## config.mk

```make
export PLATFORM = sky130hd
export DESIGN_NAME = dmem_arbiter
export DESIGN_NICKNAME = d
export VERILOG_FILES = /design/src/rtl/dmem_pkg.sv /design/src/rtl/dmem_rr_pick.sv /design/src/rtl/dmem_arbiter.sv
export SDC_FILE = /design/constraint.sdc
export NUM_CORES = 1
export LEC_CHECK = 0
export ABC_AREA = 0
export CELL_PAD_IN_SITES_DETAIL_PLACEMENT = 1
export CELL_PAD_IN_SITES_GLOBAL_PLACEMENT = 2
export CORE_MARGIN = 8
export CORE_UTILIZATION = 20
export CTS_CLUSTER_DIAMETER = 80
export DETAILED_ROUTE_END_ITERATION = 10
export GPL_ROUTABILITY_DRIVEN = 0
export PLACE_DENSITY_LB_ADDON = 0.1
export SYNTH_ARGS = -nofsm -noshare
export SYNTH_HDL_FRONTEND = slang
export SYNTH_SLANG_ARGS = --single-unit
```

## constraint.sdc

```tcl
create_clock -name clk -period 3.3 [get_ports clk]
set_input_delay 0.495 -clock clk [delete_from_list [all_inputs] [get_ports clk]]
set_output_delay 0.495 -clock clk [all_outputs]
set_load 0.05 [all_outputs]
```

## src/rtl/dmem_pkg.sv

```systemverilog
`default_nettype none
// ============================================================================
//  Module      : dmem_pkg
//  Description : Shared definitions for the data-memory arbiter. Holds the
//                FSM state encoding, the port identifiers, the significant
//                memory address width and the latched transaction record.
//  Revision    : 1.0 - initial release
// ============================================================================
package dmem_pkg;

  // Only the low DMEM_AW bits of a requester address reach the memory.
  localparam int DMEM_AW = 8;

  // Arbiter FSM encoding.
  localparam logic [1:0] c_ST_IDLE   = 2'd0;
  localparam logic [1:0] c_ST_SETUP  = 2'd1;
  localparam logic [1:0] c_ST_STROBE = 2'd2;
  localparam logic [1:0] c_ST_DONE   = 2'd3;

  // Port identifiers, also used as the round-robin "last granted" value.
  localparam logic PORT_A = 1'b0;
  localparam logic PORT_B = 1'b1;

  // Everything about a transaction that is frozen at grant time.
  typedef struct packed {
    logic               owner;
    logic               we;
    logic [DMEM_AW-1:0] addr;
    logic [31:0]        wdata;
  } dmem_txn_t;

  // Zero-extend a word address onto the 32-bit memory address bus.
  function automatic logic [31:0] dmem_word_addr(input logic [DMEM_AW-1:0] a);
    return {{(32-DMEM_AW){1'b0}}, a};
  endfunction

endpackage
`default_nettype wire

```

## src/rtl/dmem_rr_pick.sv

```systemverilog
`default_nettype none
// ============================================================================
//  Module      : dmem_rr_pick
//  Description : Combinational two-port grant decision. With RR_EN=1 a tie
//                goes to the port that was not granted last; with RR_EN=0
//                port A always wins a tie. A sole requester always wins.
//  Ports       : i_a_req  - port A request
//                i_b_req  - port B request
//                i_last   - port granted most recently (PORT_A / PORT_B)
//                o_valid  - at least one port is requesting
//                o_port   - chosen port (meaningful only when o_valid=1)
//  Revision    : 1.0 - initial release
// ============================================================================
module dmem_rr_pick
  import dmem_pkg::*;
#(
  parameter bit RR_EN = 1'b1
) (
  input  logic i_a_req,
  input  logic i_b_req,
  input  logic i_last,
  output logic o_valid,
  output logic o_port
);

  always_comb begin
    o_valid = i_a_req | i_b_req;
    o_port  = PORT_A;
    if (i_a_req && i_b_req) begin
      if (RR_EN) begin
        o_port = (i_last == PORT_A) ? PORT_B : PORT_A;
      end else begin
        o_port = PORT_A;
      end
    end else if (i_b_req) begin
      o_port = PORT_B;
    end
  end

endmodule
`default_nettype wire

```

## src/rtl/dmem_arbiter.sv

```systemverilog
`default_nettype none
// ============================================================================
//  Module      : dmem_arbiter
//  Description : Two-port arbiter in front of a single-port data memory.
//                Each access runs IDLE -> SETUP -> STROBE -> DONE; the
//                request is latched at grant and the requester may drop or
//                change its inputs afterwards without effect.
//  Ports       : clk, rst_n          - clock, async active-low reset
//                a_* / b_*           - requester ports (req, we, addr, wdata
//                                      in; ack pulse and rdata out)
//                DMEM_address        - memory word address (bits [31:8] = 0)
//                DMEM_data_in        - memory write data
//                DMEM_mem_write      - write strobe, memory writes on its
//                                      rising edge
//                DMEM_mem_read       - read enable
//                DMEM_data_out       - combinational read data from memory
//                busy                - an access is in progress
//  Revision    : 1.0 - initial release
// ============================================================================
module dmem_arbiter
  import dmem_pkg::*;
#(
  parameter bit RR_EN = 1'b1
) (
  input  logic        clk,
  input  logic        rst_n,

  input  logic        a_req,
  input  logic        a_we,
  input  logic [31:0] a_addr,
  input  logic [31:0] a_wdata,
  output logic        a_ack,
  output logic [31:0] a_rdata,

  input  logic        b_req,
  input  logic        b_we,
  input  logic [31:0] b_addr,
  input  logic [31:0] b_wdata,
  output logic        b_ack,
  output logic [31:0] b_rdata,

  output logic [31:0] DMEM_address,
  output logic [31:0] DMEM_data_in,
  output logic        DMEM_mem_write,
  output logic        DMEM_mem_read,
  input  logic [31:0] DMEM_data_out,

  output logic        busy
);

  logic [1:0]  r_state;
  logic [1:0]  w_next_state;
  dmem_txn_t   r_txn;
  dmem_txn_t   w_cap;
  logic        r_last;
  logic        r_mem_write;
  logic [31:0] r_rdata;

  logic        w_grant_valid;
  logic        w_grant_port;
  logic        w_grant;
  logic        w_drive;
  logic        w_done;

  // Upper address bits wrap away by design.
  logic        w_unused_addr_hi;
  assign w_unused_addr_hi = ^{a_addr[31:DMEM_AW], b_addr[31:DMEM_AW]};

  // --------------------------------------------------------------------------
  // Arbitration
  // --------------------------------------------------------------------------
  dmem_rr_pick #(
    .RR_EN   (RR_EN)
  ) u_pick (
    .i_a_req (a_req),
    .i_b_req (b_req),
    .i_last  (r_last),
    .o_valid (w_grant_valid),
    .o_port  (w_grant_port)
  );

  assign w_grant = (r_state == c_ST_IDLE) && w_grant_valid;

  always_comb begin
    w_cap.owner = w_grant_port;
    if (w_grant_port == PORT_B) begin
      w_cap.we    = b_we;
      w_cap.addr  = b_addr[DMEM_AW-1:0];
      w_cap.wdata = b_wdata;
    end else begin
      w_cap.we    = a_we;
      w_cap.addr  = a_addr[DMEM_AW-1:0];
      w_cap.wdata = a_wdata;
    end
  end

  // --------------------------------------------------------------------------
  // FSM
  // --------------------------------------------------------------------------
  always_comb begin
    w_next_state = r_state;
    case (r_state)
      c_ST_IDLE:   if (w_grant_valid) w_next_state = c_ST_SETUP;
      c_ST_SETUP:  w_next_state = c_ST_STROBE;
      c_ST_STROBE: w_next_state = c_ST_DONE;
      c_ST_DONE:   w_next_state = c_ST_IDLE;
      default:     w_next_state = c_ST_IDLE;
    endcase
  end

  always_ff @(posedge clk or negedge rst_n) begin
    if (!rst_n) begin
      r_state <= c_ST_IDLE;
    end else begin
      r_state <= w_next_state;
    end
  end

  // Transaction latch and round-robin pointer move only on a grant. After
  // reset the pointer reads "B last" so that the first tie goes to A.
  always_ff @(posedge clk or negedge rst_n) begin
    if (!rst_n) begin
      r_txn  <= '0;
      r_last <= PORT_B;
    end else if (w_grant) begin
      r_txn  <= w_cap;
      r_last <= w_grant_port;
    end
  end

  // The write strobe comes straight from a flop so the memory sees exactly
  // one clean rising edge, one cycle after address and data were presented.
  always_ff @(posedge clk or negedge rst_n) begin
    if (!rst_n) begin
      r_mem_write <= 1'b0;
    end else begin
      r_mem_write <= (w_next_state == c_ST_STROBE) && r_txn.we;
    end
  end

  // Read data is sampled at the end of STROBE; writes return zero.
  always_ff @(posedge clk or negedge rst_n) begin
    if (!rst_n) begin
      r_rdata <= '0;
    end else if (r_state == c_ST_STROBE) begin
      r_rdata <= r_txn.we ? 32'h0 : DMEM_data_out;
    end
  end

  // --------------------------------------------------------------------------
  // Outputs
  // --------------------------------------------------------------------------
  assign w_drive = (r_state == c_ST_SETUP) || (r_state == c_ST_STROBE);
  assign w_done  = (r_state == c_ST_DONE);

  assign DMEM_address   = w_drive ? dmem_word_addr(r_txn.addr) : 32'h0;
  assign DMEM_data_in   = w_drive ? r_txn.wdata : 32'h0;
  assign DMEM_mem_write = r_mem_write;
  assign DMEM_mem_read  = w_drive && !r_txn.we;

  assign a_ack   = w_done && (r_txn.owner == PORT_A);
  assign b_ack   = w_done && (r_txn.owner == PORT_B);
  assign a_rdata = a_ack ? r_rdata : 32'h0;
  assign b_rdata = b_ack ? r_rdata : 32'h0;

  assign busy = (r_state != c_ST_IDLE);

endmodule
`default_nettype wire

```

=== After elaboration in Yosys (flattened, before gate mapping) ===
Index checks and enable logic that the tools add are counted.

* Bits in registers: 78
* Input port bits: 166
* Output and inout port bits: 133
* Word-level logic and storage cells: 35

* Eq/ne operators: 4
* Multiplexer cells: 11
* Bitwise operators: 2
* Reductions and logical operators: 10

{| class="wikitable"
|+ Operator list
! kind !! count
|-
| $mux W32 || 4
|-
| $mux W41 || 1
|-
| $mux W8 || 1
|-
| $pmux W2 S4 || 1
|-
| $eq A2 B2 Y1 const B || 3
|-
| $logic_and A1 B1 Y1 || 6
|-
| $mux W1 || 3
|-
| $eq A2 B1 Y1 const B || 1
|-
| $logic_not A2 Y1 || 1
|-
| $mux W2 || 1
|-
| $reduce_bool A2 Y1 || 1
|-
| $logic_not A1 Y1 || 1
|-
| $logic_or A1 B1 Y1 || 1
|-
| $not A1 Y1 || 1
|-
| $or A1 B1 Y1 || 1
|}

=== Longest topological paths before layout ===
Gate-level depths: netlist of the first run.

* Depth in word-level cells: 5
* Gate-level depth with buffers: 6
* Mapped depth without buffers: 5

=== Cells and area by module ===
From an unflattened synthesis of the first run, not the netlist that was laid out.

* Cells, all modules: 423
* Area, all modules: 4,436.8 um^2

{| class="wikitable"
|+ By module, submodules not included
! module !! instances !! cells an instance !! area an instance (um^2) !! seq. area each (um^2)
|-
| dmem_arbiter || 1 || 421 || 4,423.0 || 1,953.1
|-
| dmem_rr_pick || 1 || 2 || 13.8 || 0.0
|}

=== Worst setup path before layout of the first run ===
No wires, ideal clock.

* Kind: reg-to-output
* Start: reg r_state[0]
* End: out a_rdata[22]
* Arrival: 1.579 ns
* Data required time: 2.805 ns
* Slack: 1.226 ns
* Stages on the path, launching flop included: 5
* Buffers on the path: 1
* Path through: dfrtp_1 > ha_1 > and2b_1 > buf_2 > and2_1

* Cells in the longest elaborated chain, start to end: 3

{| class="wikitable"
|+ RTL lines
! item !! RTL line !! RTL
|-
| start: declaration || dmem_arbiter.sv:51 || <nowiki>logic [1:0] r_state;</nowiki>
|-
| start signal: assignment || dmem_arbiter.sv:113 || <nowiki>r_state <= c_ST_IDLE;</nowiki>
|-
| start signal: assignment || dmem_arbiter.sv:115 || <nowiki>r_state <= w_next_state;</nowiki>
|-
| $eq A2 B2 Y1 || dmem_arbiter.sv:154 || <nowiki>assign w_done = (r_state == c_ST_DONE);</nowiki>
|-
| $logic_and A1 B1 Y1 || dmem_arbiter.sv:161 || <nowiki>assign a_ack = w_done && (r_txn.owner == PORT_A);</nowiki>
|-
| named net a_ack || dmem_arbiter.sv:32 || <nowiki>output logic a_ack,</nowiki>
|-
| $mux W32 || dmem_arbiter.sv:163 || <nowiki>assign a_rdata = a_ack ? r_rdata : 32'h0;</nowiki>
|-
| end: declaration || dmem_arbiter.sv:33 || <nowiki>output logic [31:0] a_rdata,</nowiki>
|}

The timed path passes the listed nets, and every way through them passes these cells.

=== Final worst setup path of the first run ===
* Start: reg r_state[0]
* End: out b_rdata[30]

* Cells in the longest elaborated chain, start to end: 3

{| class="wikitable"
|+ RTL lines
! item !! RTL line !! RTL
|-
| $eq A2 B2 Y1 || dmem_arbiter.sv:154 ||
|-
| $logic_and A1 B1 Y1 || dmem_arbiter.sv:162 || <nowiki>assign b_ack = w_done && (r_txn.owner == PORT_B);</nowiki>
|-
| $mux W32 || dmem_arbiter.sv:164 || <nowiki>assign b_rdata = b_ack ? r_rdata : 32'h0;</nowiki>
|-
| end: declaration || dmem_arbiter.sv:40 || <nowiki>output logic [31:0] b_rdata,</nowiki>
|}

No other way between the ends.

==> results of run 1 <==
-- cells by family after synthesis --
family	after synthesis	synth area share [%]
AO/OA/AOI/OAI	122	17.6
other	1	0.0833
adder cells (fa/ha/maj)	5	1.39
AND/OR/NAND/NOR	226	25.0
buffers and inverters	96	12.6
flip-flops	78	43.4
-- how the worst max path moves through the flow --
stage | start | to | slack, ps | cells past startpoint
6_report | r_state[0] | b_rdata[30] | 540 | 4
5_1_grt | r_state[0] | b_rdata[30] | 380 | 4
4_1_cts | r_state[0] | b_rdata[30] | 490 | 4
3_5_place_dp | r_state[0] | b_rdata[30] | 880 | 4
3_3_place_gp | r_state[0] | b_rdata[30] | 900 | 4
2_1_floorplan | r_state[0] | a_rdata[22] | 1230 | 4
-- metal layers --
layer	GRT usage (%)	vias to the layer above	routed length, um
li1	-	2058	-
met1	15.1	2066	7780
met2	22.5	147	8670
met3	4.33	14	1260
met4	4.03	0	235
met5	0	-	0
-- per-stage QoR --
stage / hold slack [ps] / cells
floorplan: 199 / 551
CTS: 315 / 1029
detailed placement: 496 / 1014
global route: 338 / 1029
global placement: 491 / 1014
finish: 271 / 1029
-- cells in the final DEF (no fill, tap or decap), types with 2 or more instances in the layout --
master / instances
and2b_1: 2
clkinvlp_4: 2
conb_1: 24
inv_1: 35
clkdlybuf4s50_1: 151
and2_1: 74
a21oi_2: 41
and3_1: 32
a21oi_1: 43
o21ai_1: 5
nand2_1: 74
clkinv_2: 2
ha_1: 5
clkbuf_16: 9
o21ai_0: 27
dfrtp_1: 77
buf_4: 51
buf_12: 37
nor2_1: 42
-- area by class of cell --
class | count | share of cell area (%)
inverters | 35 | 1.77
clock inverters | 6 | 0.857
clock buffers | 9 | 3.03
flip-flops and latches | 78 | 26.2
multi-input cells | 377 | 27.9
repair buffers | 239 | 35.4
well taps | 285 | 4.79
-- critical path: stages (launching register included) --
cell             delay (ps)
dfrtp_1                 410
ha_1                    160
buf_4                   300
and3_1                  210
clkdlybuf4s50_1         820
-- power breakdown --
| group | switching (W) | leakage (nW) | total [W] | internal, W |
|---|---|---|---|---|
| Sequential | 0.000248 | 0.940 | 0.00162 | 0.00137 |
| Combinational | 0.00353 | 2.20 | 0.00526 | 0.00172 |
| Clock | 0.000423 | 0.137 | 0.00100 | 0.000581 |
-- state kept, by name, indices dropped and copies added (netlist names) --
register	cells
r_last	1
DMEM_mem_write	1
r_rdata	32
r_state	2
r_txn	42
==> run_results.csv, run 1 <==
group,metric,value,unit
status,status,"completed",
routing,vias,4285,
yosys,synth_edf_count,0,
yosys,syn_avg_cell_area,8.53,um^2
sta,max_freq,363,MHz
yosys,synth_warnings,0,
grt,grt_pass1_wl,28600,um
yosys,synth_common_cells,"77 x dfrtp_1, 74 x and2_1, 74 x nand2_1",
floorplanning,fp.dieW,166,um
clocking,cts_root_buf,"clkbuf_16",
clocking,htree_levels,3,
sta,worstMarginPinSlew,927,ps
critical_path,end_kind,"output port",
final_layout,register_area,1950,um^2
sta,post-route-period-util,83.5,%
routing,drc_errors,0,
clocking,path_clk_slew,60,ps
critical_path,rrSetupSlack,1400,ps
power_and_ir_drop,peakVddDrop,0.566,mV
yosys,synth-seq-cells,78,
worst_hold_path,hp-class,"primary input to async pin",
critical_path,critPathLaunchType,"flip-flop",
final_layout,n_fill_cell,2596,
floorplanning,die_y,166,um
routing,drtAntennaViolNets,0,
power_and_ir_drop,power.total,0.00788,W
sta,finalMaxSlewViolations,0,
critical_path,worstReg2RegStart,"r_state[0]",
clocking,worstSkewPairLatency,340,ps
yosys,ys_async_sr_fraction,100,%
final_layout,final_area,7440,um^2
sta,setup_viol,0,
clocking,cts_tree,"done",
final_layout,diodes,0,
critical_path,critPathKind,"flip-flop to output port",
routing,firstDrtPassIters,4,
flow_run,drv_cap,0,
yosys,syn_area,4500,um^2
final_layout,final_util,33.3,%
sta,rsz0062_at_grt,"false",
sta,hold_violations,0,
yosys,synth_top_cell_by_area,"dfrtp_1",
floorplanning,start_util,20.1,%
sta,worst_slack,544,ps
sta,fin_crit,2760,ps
grt,first_global_vias,4953,
sta,skew,8.77,ps
yosys,netlist_instances,528,
placed_design,place_ws,878,ps
critical_path,reg2reg_depth,6,
placed_design,portBuffers,226,
grt,antenna_found_initial,0,
yosys,seq_area_frac_synth,43.4,%
critical_path,cp.required,2800,ps
power_and_ir_drop,power.density,1060,nW/um^2
critical_path,path_max_fanout,34,
floorplanning,core_area,22400,um^2
grt,grt_max_degree,66,
final_layout,drive_gt1_share,20.0,%
floorplanning,rows,55,
routing,vias_per_cell,4.16,
final_layout,synthToLayoutAreaGrowth,65.3,%
final_layout,fin_nets,911,
final_layout,multi_input_area,2080,um^2
floorplanning,die_area,27600,um^2
clocking,cts_setup_buffers,0,
yosys,ys_dominant_reg_cell,"dfrtp_1",
critical_path,rr_endpoint,"r_txn[2]",
clocking,postCtsHoldBufs,0,
routing,drtIter0Drc,137,
routing,wire_per_inst,17.4,um
yosys,post-synth-top-area-fraction,42.8,%
floorplanning,ios,299,
critical_path,cp_data_arrival_time,2260,ps
power_and_ir_drop,p_leak,3.28,nW
yosys,synth_cell_types,26,
placed_design,placed_area,7150,um^2
clocking,clkSinkCount,78,
yosys,yosys-top-cells-area,"dfrtp_1 43%, and2_1 10%, a21oi_2 8.0%, nand2_1 6.2%, a21oi_1 4.8%",
routing,drt-total-wl,17900,um
yosys,yosysMostFrequentCell,"dfrtp_1",
sta,relSlewSlack,38.2,%
clocking,cts_buffer_depth,2,
sta,finalSetupTns,0,ps
grt,track_usage,13.0,%
clocking,numCtsBuffers,9,
placed_design,dp_hpwl,13600,um
clocking,post_cts_resized,0,
grt,overflow,0,
Note: power is estimated with default switching activity, not from simulation.
==> run 2: changes to the inputs <==
- CORE_UTILIZATION: 20 -> 19
- clock period: 3.3 -> 2.6 ns (I/O delays scaled with it)
==> run 2 against run 1 <==
Compared with the run above: die area grew 4.7%; count of clock-buffer cells in the layout grew 2; critical endpoint is now DMEM_mem_read; sequential cell count is the same; design area grew 12%; critical path depth grew 1; combinational power grew 61%; clock skew shrank 1.0 ps; non-clock buffer count shrank 1; hold slack lost 240 ps.
==> run_results.csv, run 2 (same netlist as run 1, synthesis figures left out) <==
group,metric,value,unit
status,status,"completed",
placed_design,place_ws,299,ps
power_and_ir_drop,power.density,1410,nW/um^2
placed_design,dp_hpwl,13800,um
critical_path,startpoint,"r_state[0]",
final_layout,largest_register_ffs,42,
critical_path,cp.required,2210,ps
final_layout,top_regs,"r_txn (42), r_rdata (32), r_state (2)",
final_layout,final_util,35.5,%
grt,grt_pass1_wl,28600,um
final_layout,final_common_cell,"clkdlybuf4s50_1",
final_layout,fin_nets,910,
routing,vias,4259,
clocking,numCtsBuffers,9,
critical_path,rrSetupSlack,610,ps
routing,drtAntennaViolNets,0,
critical_path,path_max_fanout,13,
sta,finalSetupTns,0,ps
clocking,cts_root_buf,"clkbuf_16",
routing,wire_per_inst,17.4,um
floorplanning,rows,56,
final_layout,drive_gt1_share,24.9,%
final_layout,diodes,0,
power_and_ir_drop,power.total,0.0117,W
floorplanning,fp.dieW,170,um
critical_path,critPathKind,"flip-flop to output port",
final_layout,register_area,1950,um^2
grt,antenna_found_initial,2,
power_and_ir_drop,p_leak,3.58,nW
critical_path,worstReg2RegStart,"r_state[0]",
final_layout,n_fill_cell,2701,
sta,skew,7.73,ps
sta,fin_crit,2390,ps
sta,hold_violations,0,
critical_path,rr_endpoint,"r_rdata[5]",
clocking,worstSkewPairLatency,340,ps
grt,overflow,0,
sta,setup_viol,0,
floorplanning,die_area,28900,um^2
sta,rsz0062_at_grt,"false",
critical_path,reg2reg_depth,5,
critical_path,end_kind,"output port",
routing,firstDrtPassIters,4,
grt,track_usage,12.8,%
final_layout,synthToLayoutAreaGrowth,84.5,%
final_layout,mostFrequentLayoutCells,"117 x clkdlybuf4s50_1, 110 x buf_12, 77 x dfrtp_1",
clocking,postCtsHoldBufs,0,
flow_run,drv_cap,0,
clocking,cts_buffer_depth,2,
placed_design,portBuffers,226,
clocking,cts_tree,"done",
sta,relSlewSlack,21.5,%
sta,max_freq,418,MHz
routing,drtIter0Drc,119,
power_and_ir_drop,peakVddDrop,0.871,mV
routing,drc_errors,0,
clocking,path_clk_slew,70,ps
sta,worst_slack,208,ps
floorplanning,ios,299,
floorplanning,die_y,170,um
critical_path,critPathLaunchType,"flip-flop",
final_layout,multi_input_area,2080,um^2
critical_path,cp_data_arrival_time,2000,ps
grt,grt_max_degree,42,
floorplanning,core_area,23400,um^2
final_layout,regMostFlops,"r_txn",
grt,first_global_vias,4746,
clocking,htree_levels,3,
floorplanning,start_util,19.2,%
sta,worstMarginPinSlew,1180,ps
routing,drt-total-wl,18500,um
clocking,cts_setup_buffers,0,
sta,post-route-period-util,92.0,%
worst_hold_path,hp-class,"primary input to async pin",
sta,finalMaxSlewViolations,0,
routing,vias_per_cell,4.01,
clocking,clkSinkCount,78,
==> run 2: cell type report <==
type                       instances  area share [%]
timing repair buffer             238            41.6
multi-input combinational        377            25.1
sequential                        78            23.5
tap                              319            4.80
clock buffer                      11            3.04
inverter                          35            1.58
clock inverter                     5           0.407
==> run 2: how the worst max path moves through the flow <==
stage,end,depth (start not counted)
after CTS,DMEM_mem_read,5
after floorplan,a_rdata[22],4
after detailed placement,a_rdata[7],4
after global placement,a_rdata[8],4
after global routing,DMEM_mem_read,5
final,DMEM_mem_read,5
==> run 2: what timing repair did <==
action / 4_1_cts / 5_1_grt
endpoints found under the hold margin: 0 / 0
endpoints found under the setup margin: 34 / 0
gates resized for setup: 2 / 0
==> run 2: worst max-delay path: stages (launching register included) <==
cell and delay (ps):
dfrtp_1 410, inv_1 100, ha_2 490, buf_4 250, nor2b_1 240, buf_12 170
==> run 2: routing by layer <==
layer	GRT usage [%]	share of wire, %	wire length, um
met3	5.75	9.8	1820
met4	3.09	0.95	177
met5	0	0.11	21
met2	21.5	48	8900
met1	14.6	41	7620
==> run 2: where the power goes <==
part	total, W	internal (W)	switching [W]	leakage [nW]
logic	0.00846	0.00361	0.00485	2.50
clock network	0.00125	0.000699	0.000554	0.138
registers	0.00203	0.00174	0.000289	0.940
==> run 2: metrics by stage <==
stage	instances	hold slack, ps	cell area, um^2
2_1_floorplan	551	94.4	4590
3_3_place_gp	1047	439	8020
3_5_place_dp	1047	437	8020
4_1_cts	1063	61.4	8310
5_1_grt	1063	77.6	8310
6_report	1063	33.1	8310
==> run 3: changes to the inputs <==
- CTS_BUF_LIST: not set -> sky130_fd_sc_hd__clkbuf_4 sky130_fd_sc_hd__clkbuf_8
- SKIP_LAST_GASP: not set -> 1
- clock period: 2.6 -> 2.4 ns (I/O delays scaled with it)
==> run 3 against run 2 <==
Compared with the run above: die area stayed put; register-to-register slack worse by 140 ps; worst setup slack worse by 8.9 ps; cell count is 0.38% higher; power is 5.1% higher; global-route usage is 0.12 points lower; count of clock-buffer cells in the layout stayed put; combinational power is 8.5% higher; sequential share of layout area is 0.21 points higher; sequential cell count stayed put; critical endpoint is now DMEM_address[6]; via count is 0.33% lower; critical path type unchanged; critical path depth stayed put.
==> run_results.csv, run 3 (same netlist as run 1, synthesis figures left out) <==
group,metric,value,unit
grt,antenna_found_initial,2,
critical_path,path_max_fanout,19,
routing,vias,4245,
final_layout,top_regs,"r_txn (42), r_rdata (32), r_state (2)",
sta,worstMarginPinSlew,1160,ps
grt,grt_max_degree,42,
sta,finalMaxSlewViolations,0,
placed_design,numPlacedInstances,1049,
grt,track_usage,12.7,%
routing,drtAntennaViolNets,0,
sta,max_freq,454,MHz
final_layout,mostFrequentLayoutCells,"117 x clkdlybuf4s50_1, 110 x buf_12, 77 x dfrtp_1",
final_layout,final_area,8230,um^2
floorplanning,fp.dieW,170,um
critical_path,path_buf_inv,3,
floorplanning,ios,299,
critical_path,slowest_stage,"dfrtp_1",
floorplanning,die_y,170,um
grt,first_global_vias,4718,
clocking,clkSinkCount,78,
clocking,htree_levels,3,
routing,drc_errors,0,
final_layout,fin_nets,913,
routing,drtIter0Drc,96,
grt,grt_pass1_wl,28300,um
sta,skew,11.9,ps
power_and_ir_drop,peakVddDrop,0.805,mV
worst_hold_path,hp-class,"primary input to async pin",
sta,post-route-period-util,91.7,%
critical_path,worstPathCellList,"inv_1 > ha_1 > buf_4 > and2_1 > buf_12",
flow_run,drv_cap,0,
sta,hold_violations,0,
placed_design,dp_hpwl,13800,um
final_layout,drive_gt1_share,24.9,%
routing,firstDrtPassIters,4,
final_layout,final_common_cell,"clkdlybuf4s50_1",
grt,overflow,0,
sta,setup_viol,0,
routing,vias_per_cell,3.98,
clocking,numCtsBuffers,9,
critical_path,end_kind,"output port",
status,status,"completed",
routing,wire_per_inst,17.2,um
floorplanning,rows,56,
routing,drt-total-wl,18400,um
critical_path,cp.required,2040,ps
power_and_ir_drop,power.density,1500,nW/um^2
final_layout,regMostFlops,"r_txn",
final_layout,synthToLayoutAreaGrowth,82.9,%
clocking,cts_tree,"done",
clocking,worstSkewPairLatency,370,ps
final_layout,largest_register_ffs,42,
placed_design,placed_area,8030,um^2
clocking,cts_root_buf,"clkbuf_8",
sta,finalSetupTns,0,ps
final_layout,final_cells,1067,
power_and_ir_drop,power.total,0.0123,W
floorplanning,die_area,28900,um^2
critical_path,max_stage_delay,400,ps
critical_path,critPathKind,"flip-flop to output port",
sta,relSlewSlack,22.8,%
floorplanning,start_util,19.2,%
floorplanning,core_area,23400,um^2
power_and_ir_drop,p_leak,3.54,nW
clocking,path_clk_slew,90,ps
critical_path,crit_family,"buffers and inverters",
sta,rsz0062_at_grt,"false",
sta,fin_crit,2200,ps
placed_design,portBuffers,226,
critical_path,critPathLaunchType,"flip-flop",
clocking,cts_setup_buffers,0,
critical_path,cp_data_arrival_time,1840,ps
clocking,cts_buffer_depth,2,
[run 3: cell type report]
| class | instances | area, um^2 |
|---|---|---|
| Fill cell | 2692 | 15200 |
| Timing Repair Buffer | 241 | 3480 |
| Multi-Input combinational cell | 377 | 2080 |
| Sequential cell | 78 | 1950 |
| Tap cell | 319 | 399 |
| Clock buffer | 11 | 151 |
| Inverter | 35 | 131 |
| Clock inverter | 5 | 33.8 |
| Antenna cell | 1 | 2.50 |
[run 3: routing by layer]
layer / vias up / track usage (%) / wire, um
met3: 19 / 6.00 / 1930
met2: 149 / 21.3 / 8750
met4: 4 / 3.81 / 257
met1: 2012 / 14.0 / 7410
li1: 2061 / - / -
met5: - / 0 / 17
[run 3: power by group]
group	total (W)	switching, W	internal, W
Clock	0.000971	0.000540	0.000431
Sequential	0.00219	0.000303	0.00188
Combinational	0.00918	0.00525	0.00393
[run 3: what timing repair did]
action | 4_1_cts | 5_1_grt
gates resized for setup | 1 | 1
hold buffers | 1 | 0
hold endpoints to repair | 32 | 0
setup endpoints to repair | 33 | 32
pin swaps | 0 | 0
[run 3: path summary, 6_finish.rpt]
kind	cells after the start	start	end	slack, ps
max in group asynchronous	3	rst_n	r_last	1160
worst min-delay path	2	rst_n	r_rdata[12]	510
worst max-delay path	5	r_state[0]	DMEM_address[6]	200
min in group clk	2	r_txn[34]	r_txn[34]	510
worst max register to register	5	r_state[0]	r_rdata[24]	470
worst min register to register	2	r_txn[34]	r_txn[34]	510
[run 3: through the flow]
step	hold slack, ps	worst slack (ps)	utilization [%]
2_1_floorplan	64.4	461	-
4_1_cts	506	46.7	35.2
6_report	510	199	35.2
3_5_place_dp	393	114	34.3
3_3_place_gp	410	111	34.3
5_1_grt	526	52.4	35.2
